**src/rtl/interrupt_controller_pkg.sv**
```systemverilog
// Shared constants for the interrupt controller: IRQ map,
// vector base, CPU opcodes and dispatch FSM states.
package interrupt_controller_pkg;

  localparam int unsigned INT_NUM_IRQ = 5;
  localparam logic [7:0] INT_VECTOR_BASE = 8'h40;

  localparam int unsigned IRQ_VBLANK = 0;
  localparam int unsigned IRQ_LCD_STAT = 1;
  localparam int unsigned IRQ_TIMER = 2;
  localparam int unsigned IRQ_SERIAL = 3;
  localparam int unsigned IRQ_JOYPAD = 4;

  localparam logic [7:0] Z80_EI = 8'hFB;
  localparam logic [7:0] Z80_DI = 8'hF3;
  localparam logic [7:0] Z80_RETI = 8'hD9;

  localparam logic [3:0] IF_SELECT = 4'hF;

  typedef enum logic [1:0] {
    INT_IDLE = 2'd0,
    INT_REQ = 2'd1,
    INT_ACK = 2'd2
  } int_state_e;

endpackage

```
**src/rtl/interrupt_priority_encoder.sv**
```systemverilog
// Fixed-priority pick over pending interrupts: the lowest
// set bit wins and maps to VECTOR_BASE + 8*index.
module interrupt_priority_encoder
  import interrupt_controller_pkg::*;
#(
  parameter int unsigned NUM_IRQ = INT_NUM_IRQ,
  parameter logic [7:0] VECTOR_BASE = INT_VECTOR_BASE,
  parameter int unsigned IDX_W = $clog2(INT_NUM_IRQ)
) (
  input  logic [NUM_IRQ-1:0] pend_i,
  output logic [IDX_W-1:0]   idx_o,
  output logic               valid_o,
  output logic [7:0]         vec_o
);

  always_comb begin
    idx_o = '0;
    valid_o = 1'b0;
    vec_o = VECTOR_BASE;
    // Walk downward so the lowest set bit is written last.
    for (int i = NUM_IRQ - 1; i >= 0; i--) begin
      if (pend_i[i]) begin
        idx_o = IDX_W'(i);
        valid_o = 1'b1;
        vec_o = VECTOR_BASE + 8'(8 * i);
      end
    end
  end

endmodule

```
**src/rtl/interrupt_controller.sv**
```systemverilog
// IF/IE/IME ownership, boundary-qualified arbitration and
// request/ack vector dispatch toward the CPU core.
module interrupt_controller
  import interrupt_controller_pkg::*;
#(
  parameter int unsigned NUM_IRQ = INT_NUM_IRQ,
  parameter logic [7:0] VECTOR_BASE = INT_VECTOR_BASE
) (
  input  logic               iClock,
  input  logic               iReset,
  input  logic [NUM_IRQ-1:0] iInterruptRequest,
  input  logic [7:0]         iOpcode,
  input  logic               iEof,
  input  logic               iMcuWe,
  input  logic [3:0]         iMcuRegSelect,
  input  logic [7:0]         iMcuWriteData,
  input  logic               iIeWe,
  input  logic               iInterruptAck,
  output logic [7:0]         oIf,
  output logic [7:0]         oIe,
  output logic               oIme,
  output logic               oInterruptRequest,
  output logic [7:0]         oInterruptVector,
  output logic               oHaltWake
);

  localparam int unsigned IDX_W = $clog2(NUM_IRQ);

  int_state_e state_q, state_d;
  logic [NUM_IRQ-1:0] if_q, if_d;
  logic [7:0] ie_q, ie_d;
  logic ime_q, ime_d;
  logic ei_q, ei_d;
  logic [IDX_W-1:0] idx_q, idx_d;
  logic [7:0] vec_q, vec_d;

  logic [NUM_IRQ-1:0] pend;
  logic [NUM_IRQ-1:0] clr_mask;
  logic [IDX_W-1:0] win_idx;
  logic win_valid;
  logic [7:0] win_vec;
  logic if_wr;
  logic in_ack;

  assign pend = if_q & ie_q[NUM_IRQ-1:0];
  assign in_ack = (state_q == INT_ACK);
  assign if_wr = iMcuWe && (iMcuRegSelect == IF_SELECT);
  assign clr_mask = in_ack ? (NUM_IRQ'(1) << idx_q) : '0;

  interrupt_priority_encoder #(
    .NUM_IRQ(NUM_IRQ),
    .VECTOR_BASE(VECTOR_BASE),
    .IDX_W(IDX_W)
  ) u_prio (
    .pend_i(pend),
    .idx_o(win_idx),
    .valid_o(win_valid),
    .vec_o(win_vec)
  );

  // Write, then ack clear, then hardware set: a raised line always wins.
  always_comb begin
    if_d = if_q;
    if (if_wr) if_d = iMcuWriteData[NUM_IRQ-1:0];
    if_d = (if_d & ~clr_mask) | iInterruptRequest;
  end

  assign ie_d = iIeWe ? iMcuWriteData : ie_q;

  always_comb begin
    ime_d = ime_q;
    ei_d = ei_q;
    if (iEof) begin
      unique case (1'b1)
        (iOpcode == Z80_DI): begin
          ime_d = 1'b0;
          ei_d = 1'b0;
        end
        (iOpcode == Z80_RETI): begin
          ime_d = 1'b1;
          ei_d = 1'b0;
        end
        (iOpcode == Z80_EI): begin
          ime_d = ime_q | ei_q;
          ei_d = 1'b1;
        end
        default: begin
          ime_d = ime_q | ei_q;
          ei_d = 1'b0;
        end
      endcase
    end
    if (iInterruptAck || in_ack) begin
      ime_d = 1'b0;
      ei_d = 1'b0;
    end
  end

  // Arbitration uses IME as it stood before this boundary's opcode.
  always_comb begin
    state_d = state_q;
    idx_d = idx_q;
    vec_d = vec_q;
    case (state_q)
      INT_IDLE: begin
        if (iEof && ime_q && win_valid) begin
          state_d = INT_REQ;
          idx_d = win_idx;
          vec_d = win_vec;
        end
      end
      INT_REQ: begin
        if (iInterruptAck) state_d = INT_ACK;
      end
      INT_ACK: state_d = INT_IDLE;
      default: state_d = INT_IDLE;
    endcase
  end

  always_ff @(posedge iClock) begin
    if (iReset) begin
      state_q <= INT_IDLE;
      if_q <= '0;
      ie_q <= 8'h00;
      ime_q <= 1'b0;
      ei_q <= 1'b0;
      idx_q <= '0;
      vec_q <= 8'h00;
    end else begin
      state_q <= state_d;
      if_q <= if_d;
      ie_q <= ie_d;
      ime_q <= ime_d;
      ei_q <= ei_d;
      idx_q <= idx_d;
      vec_q <= vec_d;
    end
  end

  assign oIf = {{(8 - NUM_IRQ){1'b1}}, if_q};
  assign oIe = ie_q;
  assign oIme = ime_q;
  assign oInterruptRequest = (state_q == INT_REQ);
  assign oInterruptVector = vec_q;
  assign oHaltWake = |pend;

endmodule

```
**config.mk**
```make
export PLATFORM = sky130hd
export DESIGN_NAME = interrupt_controller
export DESIGN_NICKNAME = d
export VERILOG_FILES = /design/src/rtl/interrupt_controller_pkg.sv /design/src/rtl/interrupt_priority_encoder.sv /design/src/rtl/interrupt_controller.sv
export SDC_FILE = /design/constraint.sdc
export NUM_CORES = 1
export LEC_CHECK = 0
export BUFFER_PORTS_ARGS = -buffer_cell sky130_fd_sc_hd__buf_2
export CAP_MARGIN = 20
export CELL_PAD_IN_SITES_DETAIL_PLACEMENT = 1
export CELL_PAD_IN_SITES_GLOBAL_PLACEMENT = 1
export CORE_UTILIZATION = 31
export DETAILED_ROUTE_END_ITERATION = 16
export PLACE_DENSITY_LB_ADDON = 0.1
export SLEW_MARGIN = 20
export SYNTH_ARGS = -nofsm -noshare
export SYNTH_HDL_FRONTEND = slang
export SYNTH_HIERARCHICAL = 1
export SYNTH_SLANG_ARGS = --single-unit
```
**constraint.sdc**
```tcl
create_clock -name iClock -period 1.55 [get_ports iClock]
set_clock_uncertainty 0.15 [all_clocks]
set_input_delay 0.155 -clock iClock [delete_from_list [all_inputs] [get_ports iClock]]
set_output_delay 0.155 -clock iClock [all_outputs]
set_load 0.01 [all_outputs]
```
==> metrics.md, run 1 <==
| Metric | Value |
|---|---|
| Sequential share of the synthesized area | `40.2%` |
| CTS sink cnt | `28` |
| Number of synthesized flops with an enable pin | `0` |
| Die Y | `around 69 µm` |
| # setup viols final | `13` |
| Slowest Stage Delay on Critical Path | `0.51 ns` |
| Switching Fraction | `~25%` |
| Final worst-path setup slack | `-0.292 ns` |
| Clock Pin Slew Worst Setup and Hold Paths | `roughly 0.09 ns` |
| Detailed Routing Iterations Pass 1 | `4` |
| Kind of critical path | `reg -> out` |
| Final setup TNS | `-1.08 ns` |
| Layout cells sized above 1 | `37.1%` |
| Top delay family on crit path | `simple AND/OR/NAND/NOR gates` |
| Placed insts | `274` |
| Routability cong. | `a little under 0.8` |
| Sw Pwr | `between 0.0003 and 0.0004 W` |
| Required @ worst endpoint | `~1.2 ns` |
| Via count | `roughly 1500` |
| Post-synth top area share | `40.2%` |
| Crit Path Max Fanout | `3` |
| Ranking of synthesized cells by instance count | `dfxtp_1 (28), nand3_1 (18), nor2_1 (16)` |
| Crit share post-route | `119%` |
| Outcome | `finished, violations left` |
| Rows | `24` |
| Ranking of synthesized cells by area | `dfxtp_1 (40%), nand3_1 (6.5%), buf_4 (5.9%)` |
| F_max | `approximately 540 MHz` |
| #FFs+latches synth | `28` |
| Distinct cells, synth | `37` |
| Placed inst area | `about 1800 µm²` |
| Root Driver | `clkbuf_8` |
| Top-count cell post-synth | `dfxtp_1` |
| Vias in the first global route | `1527` |
| Clock power frac | `around 28%` |
| I/O pins | `58` |
| Synth warn | `6` |
| Syn Area/Cell | `~8.4 µm²` |
| DRC violations left | `0` |
| Max Slew Vio Count | `0` |
| Bufs on Longest Clock Path | `2` |
| Antenna-violating nets left | `0` |
| WP data arrival | `between 1.5 and 2 ns` |
| Fraction of registers with async set/reset | `0%` |
| Initial antenna violation count | `0` |
| Crit path time final | `1.84 ns` |
| Final Cell Area | `about 1900 µm²` |
| Total global routing track utilization | `between 15 and 20%` |
| Part of the power in registers | `between 50% and 60%` |
| Number of diodes | `0` |
| Area Overhead vs Synth | `35.3%` |
| CTS tree | `yes` |
| # Max-Cap Violations | `0` |
| CP Capture Type | `output pin` |
| Hold Vio Cnt, Final | `0` |
| Die Area | `around 4800 µm²` |
| Failing checks | `setup timing` |
| Routed len/inst | `~14 µm` |
| Core Region | `approximately 4400 µm²` |
| Grt ovf | `0` |
| Die width | `around 69 µm` |
| CP max stage cell | `or4_1` |
| Pleak | `between 0.8 and 0.9 nW` |
| Port bufs | `between 50 and 60` |
| Cell taking the most area after synthesis | `dfxtp_1` |
| Nets | `around 270` |
| RSZ-0062 raised after global routing | `true` |
| Int Pwr | `0.00103 W` |
| Largest net degree at the start of global routing | `16` |
| Initial DRC count | `between 70 and 80` |
| Peak VDD IR | `0.347 mV` |
| Initial Util | `around a third` |
| Combinational Power Share | `16.7%` |
| Final core utilization | `between 40 and 50%` |
| WL final | `about 4100 µm` |
| Most used DFF post-synth | `dfxtp_1` |
| CTS H-tree lvls | `1` |
| Hold Path Class | `in -> reg` |
| TritonCTS buffer count | `3` |
| First-pass GRT wire length | `a little under 7000 µm` |
| Crit path cell chain | `and2_4, buf_4, or4_1, buf_2` |
| Pwr/cell area | `about 730 nW/µm²` |
| Final Non-Filler Cells | `around 280` |
| Critical Path Source Type | `flop` |
| Vias per cell | `about 5` |
| Worst skew pair latency | `0.27 ns` |
| CP Buf/Inv Count | `2` |
| Mapped Area | `between 1000 and 1500 µm²` |
| HPWL Detailed | `3110 µm` |
| Post-synthesis cell count | `~170` |
## layout make-up
cell class	count	area (µm²)
Fill cell	537	2470
Multi-Input combinational cell	117	731
Sequential cell	28	563
Timing Repair Buffer	78	465
Tap cell	52	65.1
Clock buffer	3	41.3
Inverter	6	22.5
## worst reg2reg max path, cell delays in order (launching register included)
cell and delay, ns:
dfxtp_2 0.33, and2_4 0.15, nor4_2 0.30, nand2b_1 0.12, nand4b_1 0.10, buf_4 0.17
o21ai_0 0.10, a21oi_1 0.16
## cell families (layout without fill, tap and decap cells)
logic type / count (synthesis) / count (layout) / share of synthesized area (%)
AO/OA/AOI/OAI: 38 / 38 / 17.1
flip-flops: 28 / 28 / 40.2
other: 3 / 8 / 0.807
multiplexers: 8 / 8 / 5.74
buffers and inverters: 26 / 87 / 10.1
AND/OR/NAND/NOR: 63 / 63 / 26.0
## placed cells by master, fill, tap and decap left out, types with 4 or more instances in the layout
master	netlist	final
buf_2	2	54
dfxtp_1	28	26
nand3_1	18	18
buf_4	11	18
nor2_1	16	16
a21oi_1	14	14
o21ai_0	11	11
mux2i_1	8	8
conb_1	3	8
inv_1	6	6
dlygate4sd3_1	0	6
o311a_1	5	5
and2_1	7	4
## flip-flops by register name, indices dropped and copies added (netlist names)
name,flops
oIe,8
oInterruptVector,8
if_q,5
idx_q,3
state_q,2
ei_q,1
oIme,1
## stage by stage
stage | setup slack (ns) | total power (W) | hold slack [ns]
finish | -0.292 | 0.00137 | 0.00576
global route | -0.362 | 0.00145 | 0.0130
detailed placement | -0.205 | 0.000985 | 0.220
global placement | -0.126 | 0.000977 | 0.210
CTS | -0.362 | 0.00140 | 0.00438
floorplan | -0.0698 | 0.000882 | 0.0802
## power groups by stage
| stage | Clock, W | Sequential, W | Combinational, W |
|---|---|---|---|
| after CTS | 0.000414 | 0.000753 | 0.000230 |
| after global placement | 0 | 0.000768 | 0.000209 |
| after detailed placement | 0 | 0.000769 | 0.000216 |
| after global routing | 0.000447 | 0.000756 | 0.000252 |
| final | 0.000392 | 0.000753 | 0.000230 |
| after floorplan | 0 | 0.000782 | 0.000100 |
## final timing paths
| path | cells past startpoint | slack, ns | to | from |
|---|---|---|---|---|
| hold / removal | 3 | 0.006 | oIe[2]$_SDFFE_PP0P_ | iMcuWriteData[2] |
| setup / recovery | 4 | -0.29 | oHaltWake | if_q[3]$_SDFF_PP0_ |
| hold reg to reg | 2 | 0.33 | oInterruptVector[0]$_SDFFE_PP0P_ | oInterruptVector[0]$_SDFFE_PP0P_ |
| setup reg to reg | 7 | -0.11 | oInterruptVector[2]$_SDFFE_PP0P_ | if_q[3]$_SDFF_PP0_ |
## routing by layer
| metal | vias to the layer above | part of all wire [%] | global-route usage [%] |
|---|---|---|---|
| met3 | 2 | 3.8 | 2.49 |
| met4 | 0 | 0.30 | 4.31 |
| met1 | 696 | 44 | 20.7 |
| li1 | 714 | - | - |
| met2 | 38 | 52 | 32.0 |
| met5 | - | 0 | 0 |
## timing repair
| item | 4_1_cts | 5_1_grt |
|---|---|---|
| gates resized for setup | 3 | 2 |
| setup buffers | 1 | 0 |
| setup endpoints to repair | 13 | 13 |
| hold buffers | 6 | 0 |
| endpoints found under the hold margin | 6 | 0 |
| pin swaps | 1 | 0 |
No activity file was read; power rests on OpenSTA's default activity.
==> run 2: changes to the inputs <==
--- a/config.mk
+++ b/config.mk
@@ -9,11 +9,11 @@
 export CAP_MARGIN = 20
 export CELL_PAD_IN_SITES_DETAIL_PLACEMENT = 1
 export CELL_PAD_IN_SITES_GLOBAL_PLACEMENT = 1
-export CORE_UTILIZATION = 31
+export CORE_UTILIZATION = 27
 export DETAILED_ROUTE_END_ITERATION = 16
 export PLACE_DENSITY_LB_ADDON = 0.1
+export RECOVER_POWER = 25
 export SLEW_MARGIN = 20
 export SYNTH_ARGS = -nofsm -noshare
 export SYNTH_HDL_FRONTEND = slang
-export SYNTH_HIERARCHICAL = 1
 export SYNTH_SLANG_ARGS = --single-unit
==> run 2 against run 1 <==
  * Sequential power fell by 23%
  * Largest power group unchanged
  * Wire length is 27% lower
  * Cell area shrank 19%
  * Critical path depth decreased by 1
  * Utilization decreased by 1.7 points
  * The run still ends with setup timing left
  * Die area is 15% lower
  * Clock-buffer cell count increased by 1
==> metrics.md, run 2 <==
| Metric | Value |
|---|---|
| Syn Area/Cell | `9.33 µm² (was 8.40 µm²)` |
| F_max | `599 MHz (was 543 MHz)` |
| Via count | `1058 (was 1450)` |
| Rows | `22 (was 24)` |
| Pwr/cell area | `761 nW/µm² (was 728 nW/µm²)` |
| Max Slew Vio Count | `0 (unchanged)` |
| TritonCTS buffer count | `3 (unchanged)` |
| RSZ-0062 raised after global routing | `true (unchanged)` |
| Root Driver | `clkbuf_8 (unchanged)` |
| Commonest non-fill, non-tap cell in the layout | `buf_2 (unchanged)` |
| # Max-Cap Violations | `0 (unchanged)` |
| Number of synthesized flops with an enable pin | `0 (unchanged)` |
| Initial DRC count | `19 (was 71)` |
| Crit path time final | `1.67 ns (was 1.84 ns)` |
| Vias in the first global route | `1091 (was 1527)` |
| CTS tree | `yes (unchanged)` |
| Placed insts | `205 (was 274)` |
| Final core utilization | `41.7% (was 43.4%)` |
| Synth warn | `0 (was 6)` |
| Mapped Area | `1030 µm² (was 1400 µm²)` |
| Outcome | `finished, violations left (unchanged)` |
| Antenna-violating nets left | `0 (unchanged)` |
| Crit Path Max Fanout | `2 (was 3)` |
| Clock Pin Slew Worst Setup and Hold Paths | `0.07 ns (was 0.09 ns)` |
| Pre-CTS setup slack | `0.0586 ns (was -0.205 ns)` |
| Port bufs | `50 (was 54)` |
| Detailed Routing Iterations Pass 1 | `2 (was 4)` |
| Pleak | `0.766 nW (was 0.888 nW)` |
| Cell taking the most area after synthesis | `dfxtp_1 (unchanged)` |
| Crit share post-route | `108% (was 119%)` |
| # setup viols final | `2 (was 13)` |
| Core Region | `3660 µm² (was 4350 µm²)` |
| Die Y | `63.6 µm (was 69.1 µm)` |
| #FFs+latches synth | `21 (was 28)` |
| Layout cells sized above 1 | `45.1% (was 37.1%)` |
| Placed inst area | `1310 µm² (was 1770 µm²)` |
| Bufs on Longest Clock Path | `2 (unchanged)` |
| Peak VDD IR | `0.532 mV (was 0.347 mV)` |
| Flop-to-flop setup slack | `-0.06 ns (was -0.11 ns)` |
| Post-synthesis cell count | `110 (was 166)` |
| DRC violations left | `0 (unchanged)` |
| Initial antenna violation count | `0 (unchanged)` |
| Ranking of synthesized cells by area | `dfxtp_1 (41%), mux2i_1 (12%), buf_4 (5.1%) (was dfxtp_1 (40%), nand3_1 (6.5%), buf_4 (5.9%))` |
| Vias per cell | `4.74 (was 5.11)` |
| Hold Vio Cnt, Final | `0 (unchanged)` |
| Final Non-Filler Cells | `223 (was 284)` |
| CTS sink cnt | `21 (was 28)` |
| Kind of critical path | `reg -> out (unchanged)` |
| Initial Util | `28.0% (was 32.0%)` |
| Fraction of registers with async set/reset | `0% (unchanged)` |
| Post-synth top area share | `41.0% (was 40.2%)` |
| Worst skew pair latency | `0.26 ns (was 0.27 ns)` |
| Top-count cell post-synth | `dfxtp_1 (unchanged)` |
| First-pass GRT wire length | `4820 µm (was 6850 µm)` |
| Sequential share of the synthesized area | `41.0% (was 40.2%)` |
| Total global routing track utilization | `15.3% (was 17.3%)` |
| Max FFs per register | `8` |
| Nets | `207 (was 265)` |
| Area Overhead vs Synth | `48.7% (was 35.3%)` |
| Grt ovf | `0 (unchanged)` |
| CTS H-tree lvls | `1 (unchanged)` |
| Failing checks | `setup timing (unchanged)` |
| Largest net degree at the start of global routing | `20 (was 16)` |
| CP Capture Type | `output pin (unchanged)` |
| Routability cong. | `0.778 (was 0.769)` |
| Routed len/inst | `13.3 µm (was 14.3 µm)` |
| Final worst-path setup slack | `-0.120 ns (was -0.292 ns)` |
| Commonest non-fill, non-tap cells in the layout | `buf_2 (49), dfxtp_1 (14), mux2i_1 (12), nor2_1 (10), buf_4 (9) (was buf_2 (54), dfxtp_1 (26), nand3_1 (18), buf_4 (18), nor2_1 (16))` |
| Distinct cells, synth | `37 (unchanged)` |
| Critical Path Source Type | `flop (unchanged)` |
| Die Area | `4050 µm² (was 4770 µm²)` |
| WP data arrival | `1.37 ns (was 1.54 ns)` |
| Die width | `63.6 µm (was 69.1 µm)` |
| Required @ worst endpoint | `1.24 ns (about the same)` |
| Final Cell Area | `1530 µm² (was 1890 µm²)` |
| Filler instances | `450 (was 537)` |
| Most used DFF post-synth | `dfxtp_1 (unchanged)` |
| I/O pins | `58 (unchanged)` |
| Number of diodes | `0 (unchanged)` |
| Hold Path Class | `in -> reg (unchanged)` |
| HPWL Detailed | `2220 µm (was 3110 µm)` |
| Ranking of synthesized cells by instance count | `dfxtp_1 (21), mux2i_1 (12), nor2_1 (10) (was dfxtp_1 (28), nand3_1 (18), nor2_1 (16))` |
| WL final | `2970 µm (was 4050 µm)` |
[run 2: cell types whose count changed after synthesis, moves of 4 or more]
| cell | change |
|---|---|
| a21oi_1 | -8 |
| nand2_1 | +4 |
| nand3_1 | -18 |
| a221oi_1 | +4 |
| o21ai_0 | -11 |
| mux2i_1 | +4 |
| o311a_1 | -5 |
| nor2_1 | -6 |
| dfxtp_1 | -7 |
| clkbuf_1 | -5 |
| and2_1 | -5 |
| buf_4 | -4 |
[run 2: cell families after synthesis]
family                 synth area share, %
AND/OR/NAND/NOR                       20.2
AO/OA/AOI/OAI                         16.7
flip-flops                            41.0
buffers and inverters                 8.54
multiplexers                          12.8
other                                0.732
[run 2: worst paths after layout]
check / endpoint / startpoint / cells past startpoint
setup / recovery: oHaltWake / oIe[0]$_SDFFE_PP0P_ / 3
hold / removal: if_q[0]$_SDFF_PP0_ / iInterruptRequest[0] / 3
setup reg to reg: idx_q[0]$_SDFFE_PP0P_ / oIe[0]$_SDFFE_PP0P_ / 5
hold reg to reg: oInterruptVector[6]$_SDFFE_PP0P_ / oInterruptVector[6]$_SDFFE_PP0P_ / 2
[run 2: metal layers]
layer	GRT usage (%)	wire length [µm]	vias up
met4	3.13	13	0
met3	4.35	185	2
met1	16.4	1170	510
li1	-	-	510
met5	0	0	-
met2	29.3	1600	36
[run 2: cell type report]
| class | count | area [µm²] | area share, % |
|---|---|---|---|
| Inverter | 6 | 22.5 | 1.48 |
| Sequential cell | 21 | 432 | 28.3 |
| Timing Repair Buffer | 66 | 394 | 25.8 |
| Clock buffer | 4 | 45.0 | 2.95 |
| Multi-Input combinational cell | 78 | 572 | 37.5 |
| Tap cell | 48 | 60.1 | 3.94 |
[run 2: metrics by stage]
step | TNS, ns | hold WS (ns) | total power, W
floorplan | 0 | 0.129 | 0.000690
global placement | 0 | 0.234 | 0.000762
detailed placement | 0 | 0.239 | 0.000767
CTS | -0.130 | 0.00616 | 0.00117
global route | -0.406 | 0.0108 | 0.00122
finish | -0.182 | 0.0143 | 0.00116
[run 2: power by group]
part | switching (W) | total (W) | internal, W | leakage (nW)
combinational | 0.000101 | 0.000219 | 0.000118 | 0.569
sequential | 0.0000181 | 0.000581 | 0.000563 | 0.175
clock | 0.000178 | 0.000361 | 0.000183 | 0.0228
[run 2: timing repair]
item	in CTS	in global routing
endpoints found under the hold margin	7	0
endpoints found under the setup margin	1	4
hold buffers	7	0
gates resized for setup	12	2
pin swaps	5	2
setup buffers	6	1
[run 2: critical path, stage by stage, from the launching register on]
cell and delay [ns]:
dfxtp_2 0.34, a22o_4 0.26, or3_4 0.39, buf_6 0.13
